--- config.mk ---
export PLATFORM = sky130hd
export DESIGN_NAME = reorder_buffer
export DESIGN_NICKNAME = d
export VERILOG_FILES = /design/src/rtl/reorder_buffer.sv
export SDC_FILE = /design/constraint.sdc
export NUM_CORES = 2
export LEC_CHECK = 0
export CORE_MARGIN = 2
export CORE_UTILIZATION = 35
export CTS_CLUSTER_SIZE = 8
export DETAILED_ROUTE_END_ITERATION = 7
export RECOVER_POWER = 50
export SYNTH_ARGS = -nofsm -noshare
export SYNTH_HDL_FRONTEND = slang
export SYNTH_SLANG_ARGS = --single-unit
--- constraint.sdc ---
create_clock -name clk -period 16 [get_ports clk]
set_clock_uncertainty 0.2 [all_clocks]
set_input_delay 4 -clock clk [delete_from_list [all_inputs] [get_ports clk]]
set_output_delay 4 -clock clk [all_outputs]
set_load 0.02 [all_outputs]
--- src/rtl/reorder_buffer.sv ---
// In-order retirement buffer: allocates rename aliases, captures CDB results,
// answers operand queries with CDB bypass, and retires/flushes from the head.
module reorder_buffer #(
    parameter int DEPTH  = 16,
    parameter int ID_W   = 5,
    parameter int DATA_W = 32
) (
    input  logic              clk,
    input  logic              rst_n,
    input  logic              rdy,

    input  logic              alloc_valid,
    input  logic [4:0]        alloc_rd,
    input  logic              alloc_is_br,
    input  logic              alloc_pred_taken,
    input  logic [DATA_W-1:0] alloc_alt_pc,
    output logic [ID_W-1:0]   alloc_id,
    output logic              rob_full,

    input  logic              cdb_valid,
    input  logic [ID_W-1:0]   cdb_id,
    input  logic [DATA_W-1:0] cdb_value,
    input  logic              cdb_taken,

    input  logic [ID_W-1:0]   qry_id1,
    input  logic [ID_W-1:0]   qry_id2,
    output logic              qry_rdy1,
    output logic              qry_rdy2,
    output logic [DATA_W-1:0] qry_val1,
    output logic [DATA_W-1:0] qry_val2,

    output logic              commit_valid,
    output logic [4:0]        commit_rd,
    output logic [ID_W-1:0]   commit_id,
    output logic [DATA_W-1:0] commit_value,

    output logic              rollback_signal,
    output logic [DATA_W-1:0] rollback_pc
);

    localparam int PTR_W = $clog2(DEPTH);
    localparam int CNT_W = $clog2(DEPTH + 1);
    localparam logic [ID_W-1:0]  DEPTH_ID  = ID_W'(DEPTH);
    localparam logic [CNT_W-1:0] DEPTH_CNT = CNT_W'(DEPTH);
    localparam logic [PTR_W-1:0] LAST_PTR  = PTR_W'(DEPTH - 1);

    typedef struct packed {
        logic [4:0]        rd;
        logic              is_br;
        logic              pred_taken;
        logic [DATA_W-1:0] alt_pc;
    } meta_t;

    logic [PTR_W-1:0]  head;
    logic [PTR_W-1:0]  tail;
    logic [CNT_W-1:0]  count;
    logic [DEPTH-1:0]  busy;
    logic [DEPTH-1:0]  ready;

    meta_t             meta_q  [DEPTH];
    logic [DATA_W-1:0] value_q [DEPTH];
    logic              taken_q [DEPTH];

    logic [ID_W-1:0]   cdb_off;
    logic [PTR_W-1:0]  cdb_idx;
    logic              cdb_in_range;
    logic              cdb_write;
    logic              alloc_fire;
    logic              mispredict;
    logic [PTR_W-1:0]  head_next;
    logic [PTR_W-1:0]  tail_next;

    assign alloc_id = ID_W'(tail) + ID_W'(1);
    assign rob_full = (count == DEPTH_CNT);

    assign cdb_off      = cdb_id - ID_W'(1);
    assign cdb_idx      = cdb_off[PTR_W-1:0];
    assign cdb_in_range = (cdb_id != '0) && (cdb_id <= DEPTH_ID);
    // A broadcast naming a slot that holds no live instruction is dropped.
    assign cdb_write    = rdy && cdb_valid && !rollback_signal && cdb_in_range && busy[cdb_idx];
    assign alloc_fire   = rdy && alloc_valid && !rob_full && !rollback_signal;

    assign head_next = (head == LAST_PTR) ? '0 : head + PTR_W'(1);
    assign tail_next = (tail == LAST_PTR) ? '0 : tail + PTR_W'(1);

    // Head readiness is registered, so a result arriving this cycle retires next cycle.
    assign commit_valid = rdy && (count != '0) && ready[head] && !rollback_signal;
    assign commit_rd    = meta_q[head].rd;
    assign commit_id    = ID_W'(head) + ID_W'(1);
    assign commit_value = value_q[head];
    assign mispredict   = commit_valid && meta_q[head].is_br &&
                          (taken_q[head] != meta_q[head].pred_taken);

    function automatic logic [DATA_W:0] lookup(input logic [ID_W-1:0] id);
        logic [ID_W-1:0]  off;
        logic [PTR_W-1:0] idx;
        off = id - ID_W'(1);
        idx = off[PTR_W-1:0];
        if (id == '0 || id > DEPTH_ID)
            return {1'b0, {DATA_W{1'b0}}};
        if (cdb_valid && cdb_id == id)
            return {1'b1, cdb_value};
        if (ready[idx])
            return {1'b1, value_q[idx]};
        return {1'b0, {DATA_W{1'b0}}};
    endfunction

    assign {qry_rdy1, qry_val1} = lookup(qry_id1);
    assign {qry_rdy2, qry_val2} = lookup(qry_id2);

    always_ff @(posedge clk) begin
        if (!rst_n) begin
            head            <= '0;
            tail            <= '0;
            count           <= '0;
            busy            <= '0;
            ready           <= '0;
            rollback_signal <= 1'b0;
            rollback_pc     <= '0;
        end else if (rdy) begin
            if (mispredict) begin
                head            <= '0;
                tail            <= '0;
                count           <= '0;
                busy            <= '0;
                ready           <= '0;
                rollback_signal <= 1'b1;
                rollback_pc     <= meta_q[head].alt_pc;
            end else begin
                rollback_signal <= 1'b0;
                if (cdb_write)
                    ready[cdb_idx] <= 1'b1;
                if (alloc_fire) begin
                    busy[tail]  <= 1'b1;
                    ready[tail] <= 1'b0;
                    tail        <= tail_next;
                end
                // Commit clears last so it wins over a same-cycle write to the head slot.
                if (commit_valid) begin
                    busy[head]  <= 1'b0;
                    ready[head] <= 1'b0;
                    head        <= head_next;
                end
                case ({alloc_fire, commit_valid})
                    2'b10:   count <= count + CNT_W'(1);
                    2'b01:   count <= count - CNT_W'(1);
                    default: count <= count;
                endcase
            end
        end
    end

    // NOTE: payload storage is not reset; busy/ready gate every read of it.
    always_ff @(posedge clk) begin
        if (alloc_fire)
            meta_q[tail] <= '{rd: alloc_rd, is_br: alloc_is_br,
                              pred_taken: alloc_pred_taken, alt_pc: alloc_alt_pc};
        if (cdb_write) begin
            value_q[cdb_idx] <= cdb_value;
            taken_q[cdb_idx] <= cdb_taken;
        end
    end

endmodule

Word-level counts from Yosys, hierarchy flattened
Memories as Yosys holds them, arrays and structs flattened. A register that Yosys moved wholly into a read port is not among the register bits.
Cells that the tools add are included.
Widths: inputs -> output; s select.
Operators by class
  add/subtract/negate cells: 9
  multiply operators: 0
  divide/modulo/power cells: 0
  $lt $le $gt $ge: 11
  equal/unequal tests: 8
  shift operators: 0
  multiplexer cells: 73
  bitwise gates (word level): 7
  reduce and logical (&&, ||, !) cells: 33
Operators by type and width (count)
  $mux 33: 12
  $mux 16: 16
  $and 16x16->16: 3
  $mux 4: 12
  $not 16->16: 2
  $or 16x16->16: 2
  $lt 4x5->1 const B: 5
  $mux 1: 24
  $logic_and 1x1->1: 18
  $bmux 1 s4: 4
  $demux 1 s4: 3
  $ge 4x1->1 const B: 3
  $sub 4x1->4 const B: 3
  $add 4x1->5 const B: 2
  $eq 5x5->1: 2
  $gt 5x5->1 const B: 2
  $logic_not 5->1: 2
  $pmux 5 s2: 1
  $reduce_bool 5->1: 2
  $add 4x1->4 const B: 2
  $eq 4x4->1 const B: 2
  $reduce_and 2->1: 4
  $add 5x1->5 const B: 1
  $eq 5x5->1 const B: 1
  other kinds (10): 13
Word-level totals
  flip-flop bits (word level): 78
  latch bits: 0
  memory bits (writable): 1152
  memory bits (read-only): 0
  input port bits: 92
  memories kept: 3
Memories
  meta_q: words 16, width 39, read ports 1, clocked after memory_dff 1, write ports 1, line 60  | meta_t meta_q [DEPTH];
  value_q: words 16, width 32, read ports 3, clocked after memory_dff 1, write ports 1, line 61  | logic [DATA_W-1:0] value_q [DEPTH];
  taken_q: words 16, width 1, read ports 1, clocked after memory_dff 1, write ports 1, line 62  | logic taken_q [DEPTH];

Longest topological paths before layout
  depth after elaboration: 18
  gate-level depth with buffers: 14
  depth with buffers taken out: 11

Worst setup path after synthesis
No wires, ideal clock.
  path kind: input to output
  start point: input qry_id2[0]
  end point: output qry_val2[0]
  arrival: 7.195 ns
  slack: 4.605 ns
  cell stages on the path: 12
  path through: buf_2 -> buf_2 -> buf_1 -> inv_1 -> ha_1 -> clkbuf_1 -> clkbuf_1 -> clkbuf_1 -> mux4_2 -> mux4_2 -> mux2i_1 -> nor2_1
Between the ends
  longest elaborated chain between the ends: 9
  elaborated cells between the ends (all ways): 20
Ends and longest elaborated chain
  from (decl): line 26  | input logic [ID_W-1:0] qry_id2,
  $sub 4x1->4: line 97  | off = id - ID_W'(1);
  $bmux 1 s4: line 103  | if (ready[idx])
  $mux 1 (not written as such): line 103
  $mux 1 (2 in a row): line 103
  $mux 1: line 101  | if (cdb_valid && cdb_id == id)
  $mux 33: line 105  | return {1'b0, {DATA_W{1'b0}}};
  $mux 33: line 103
  $mux 33 (*): line 101
  to (decl): line 30  | output logic [DATA_W-1:0] qry_val2,
Every way passes the cells marked *; elsewhere a longest branch is shown, timed or not. The select of a mux whose other input is x is not followed.

Worst setup path in the final report
  start point: input qry_id2[0]
  end point: output qry_val2[16]
Same word-level chain as after synthesis.

==> results.sh <==
export IMPL_seq_area_frac_synth=0.645
export IMPL_synth_cell_types=55
export IMPL_start_kind="input port"
export IMPL_cts_num_sinks=1234
export IMPL_yosysWarnings=0
export IMPL_dpl_hpwl_um=84500
export IMPL_finalSetupTns_ns=0
export IMPL_gr_max_usage_layer="met2"
export IMPL_nNetsFinal=3050
export IMPL_critPathKind="input port to output pin"
export IMPL_met3_usage=0.0460
export IMPL_synth_top_area_share=0.616
export IMPL_failed_checks="max-capacitance violations, max-slew violations"
export IMPL_ctsHoldBuffers=0
export IMPL_critPathSlowestCell="ha_4"
export IMPL_synth_flop_cell="edfxtp_1"
export IMPL_via_per_inst=5.86
export IMPL_p_leak_uw=0.0203
export IMPL_end_kind="output pin"
export IMPL_synth_nets=2767
export IMPL_vias=30017
export IMPL_drt_initial_drc_count=3097
export IMPL_crit_top_cell="mux4_2"
export IMPL_insertion_delay_ns=0.81
export IMPL_core_um2=160000
export IMPL_drc=0
export IMPL_cts_tree="yes"
export IMPL_required_ns=11.80
export IMPL_avgSynthCellArea_um2=21.2
export IMPL_status="finished, violations left"
export IMPL_htreeDepth=4
export IMPL_die_area_um2=164000
export IMPL_layout_drive_gt1_share=0.330
export IMPL_finalHoldViolations=0
export IMPL_synth_seq_cells=1234
export IMPL_rrSetupSlack_ns=9.20
export IMPL_first_global_vias=31439
export IMPL_crit_chain="buf_8, inv_1, ha_4, buf_4, mux4_2, mux4_2, mux2i_1, nor2_1, clkdlybuf4s50_1"
export IMPL_post_cts_resize_count=0
export IMPL_antenna_found_initial=29
export IMPL_grt_first_pass_wirelength_um=229000
export IMPL_firstDrtPassIters=7
export IMPL_place_gp_congestion=0.774
export IMPL_cp_arrival_ns=8.44
export IMPL_die_h_um=405
export IMPL_io_pins=240
export IMPL_setup_viol=0
export IMPL_cts_buffers=173
export IMPL_fin_crit_ns=12.64
export IMPL_synth_top_cells_by_area="edfxtp_1 (62%), mux4_2 (28%), dfxtp_1 (2.9%)"
export IMPL_post_synth_top_area_cell="edfxtp_1"
export IMPL_clockRootBuffer="clkbuf_16"
export IMPL_vdd_drop_max_mv=0.101
export IMPL_cts_buffer_depth=3
export IMPL_netlist_instances=2656
export IMPL_async_flop_share=0
export IMPL_place_inst=4850
export IMPL_grt_max_degree=83
export IMPL_slew_headroom=-2.03
export IMPL_slowest_delay_ns=0.86
export IMPL_clkSlewWorstSetupHoldPaths_ns=0.05
export IMPL_hold_path_class="flop to flop"
export IMPL_start_util=0.351
export IMPL_final_max_slew_viol_count=216
export IMPL_grt_overflow_total=0
export IMPL_grt_use_total=0.195
export IMPL_cap_viol_max_count=6
export IMPL_postCtsSetupBuffers=0
export IMPL_fmax_mhz=79.1
export IMPL_ant_nets=0
export IMPL_grt_util_met1=0.251
export IMPL_layoutNonFillerInstCount=5123
export IMPL_wl_um=158000
export IMPL_num_rows=147
export IMPL_die_x_um=405
export IMPL_port_buffers=239
export IMPL_synth_edf_count=1152
export IMPL_worstMarginPinSlew_ns=4.55
export IMPL_routedWlPerCell_um=30.9
export IMPL_fin_crit_sh=0.790
export IMPL_met2_usage=0.328
export IMPL_worst_hold_slack_ns=0.258
export IMPL_syn2layout_area_growth_pct=17.6
export IMPL_crit_fanout=64
export IMPL_syn_area_um2=56200
export IMPL_powerDensity_nw_per_um2=111
export IMPL_rsz0062_at_grt="no"
[synthesized netlist by cell type (3+ instances only)]
library cell     n
nand2_1         80
inv_1           32
nand4_1          8
a21oi_1         18
buf_2           60
a211oi_1        11
o2111a_1         5
ha_1            19
edfxtp_1      1152
nand2b_1         3
mux4_2         691
xnor2_1         15
clkbuf_1       104
and3_1           4
a221oi_1         3
o21ai_0         10
mux2i_1        105
nor2b_1          3
nor3b_1          5
a2111oi_2        4
nor3_1          20
or3_1            4
nor2_1          90
and2_1          17
nor4_1           3
buf_4            6
nand3_1         15
a31oi_1          6
o211a_1          9
dfxtp_1         82
xor2_1          14
buf_1           24
[flip-flops by register name, indices dropped and copies added, names as in the netlist, named ones only]
signal	cells
meta_q	624
taken_q	16
rollback_pc	32
count	5
busy	16
value_q	512
ready	16
tail	4
rollback_signal	1
head	4
[layer usage]
metal | share of wire | routed length (µm) | up-vias
met5 | 0.0013 | 202 | -
met3 | 0.080 | 12700 | 296
met2 | 0.50 | 79700 | 1428
li1 | - | - | 12083
met4 | 0.025 | 3890 | 30
met1 | 0.39 | 62000 | 16180
[critical path, delay by kind of cell]
family | cells | cell delay [ns]
buffers and inverters | 4 | 2.02
muxes | 3 | 1.33
adders and majority gates | 1 | 0.86
and+or+nand+nor | 1 | 0.07
[per-stage QoR]
| step | area (µm²) | setup slack, ns | total power, µW | utilization |
|---|---|---|---|---|
| finish | 66100 | 3.36 | 7350 | 0.413 |
| global route | 66000 | 3.12 | 7570 | 0.413 |
| CTS | 66100 | 3.37 | 7420 | 0.413 |
| detailed placement | 61000 | 3.35 | 4010 | 0.381 |
| global placement | 61000 | 3.34 | 4010 | 0.381 |
| floorplan | 56200 | 4.61 | 3850 | - |
[final timing paths]
check / from / endpoint / depth (start not counted)
hold reg to reg: rollback_pc[3] / rollback_pc[3] / 2
setup reg to reg: flop / rollback_pc[23] / 9
setup / recovery: qry_id2[0] / qry_val2[16] / 9
hold / removal: rollback_pc[3] / rollback_pc[3] / 2
[cells by family (layout without fill, tap and decap cells)]
kind of cell / Yosys count / count (layout) / synth area share
AOI/OAI and AO/OA: 86 / 86 / 0.0118
xor gates and xnor gates: 29 / 29 / 0.00452
adders and majority gates: 19 / 19 / 0.00423
buffers and inverters: 230 / 607 / 0.0174
DFF: 1234 / 1234 / 0.645
muxes: 797 / 797 / 0.296
other: 0 / 4 / 0
and+or+nand+nor: 261 / 261 / 0.0212
[where the power goes]
group / internal (µW) / leakage [µW] / total [µW] / switching [µW]
clock: 2020 / 0.00239 / 3400 / 1390
combinational: 177 / 0.00688 / 393 / 216
sequential: 3540 / 0.0110 / 3550 / 4.52
total: 5740 / 0.0203 / 7350 / 1610
[layout by cell type, fill, tap and decap left out, types with 11 or more instances in the layout]
| master | count |
|---|---|
| nor3_2 | 14 |
| nand3_1 | 15 |
| nor2_1 | 90 |
| inv_1 | 25 |
| mux4_2 | 691 |
| buf_4 | 63 |
| clkbuf_16 | 174 |
| dfxtp_1 | 79 |
| clkbuf_1 | 80 |
| ha_1 | 17 |
| edfxtp_1 | 1152 |
| nand2_1 | 79 |
| clkdlybuf4s50_1 | 129 |
| a211oi_1 | 11 |
| mux2i_1 | 105 |
| dlygate4sd3_1 | 107 |
| xor2_1 | 14 |
| xnor2_1 | 11 |
| a21oi_1 | 18 |
[final cells by class]
class / instances / area, µm²
multi-input cells: 1192 / 19100
clock inverters: 17 / 379
well taps: 2086 / 2610
fillers: 13991 / 94000
clock buffers: 252 / 4650
inverters: 34 / 133
flip-flops and latches: 1234 / 36200
diodes: 4 / 10.0
repair buffers: 304 / 2890
No activity file was read; power rests on OpenSTA's default activity.
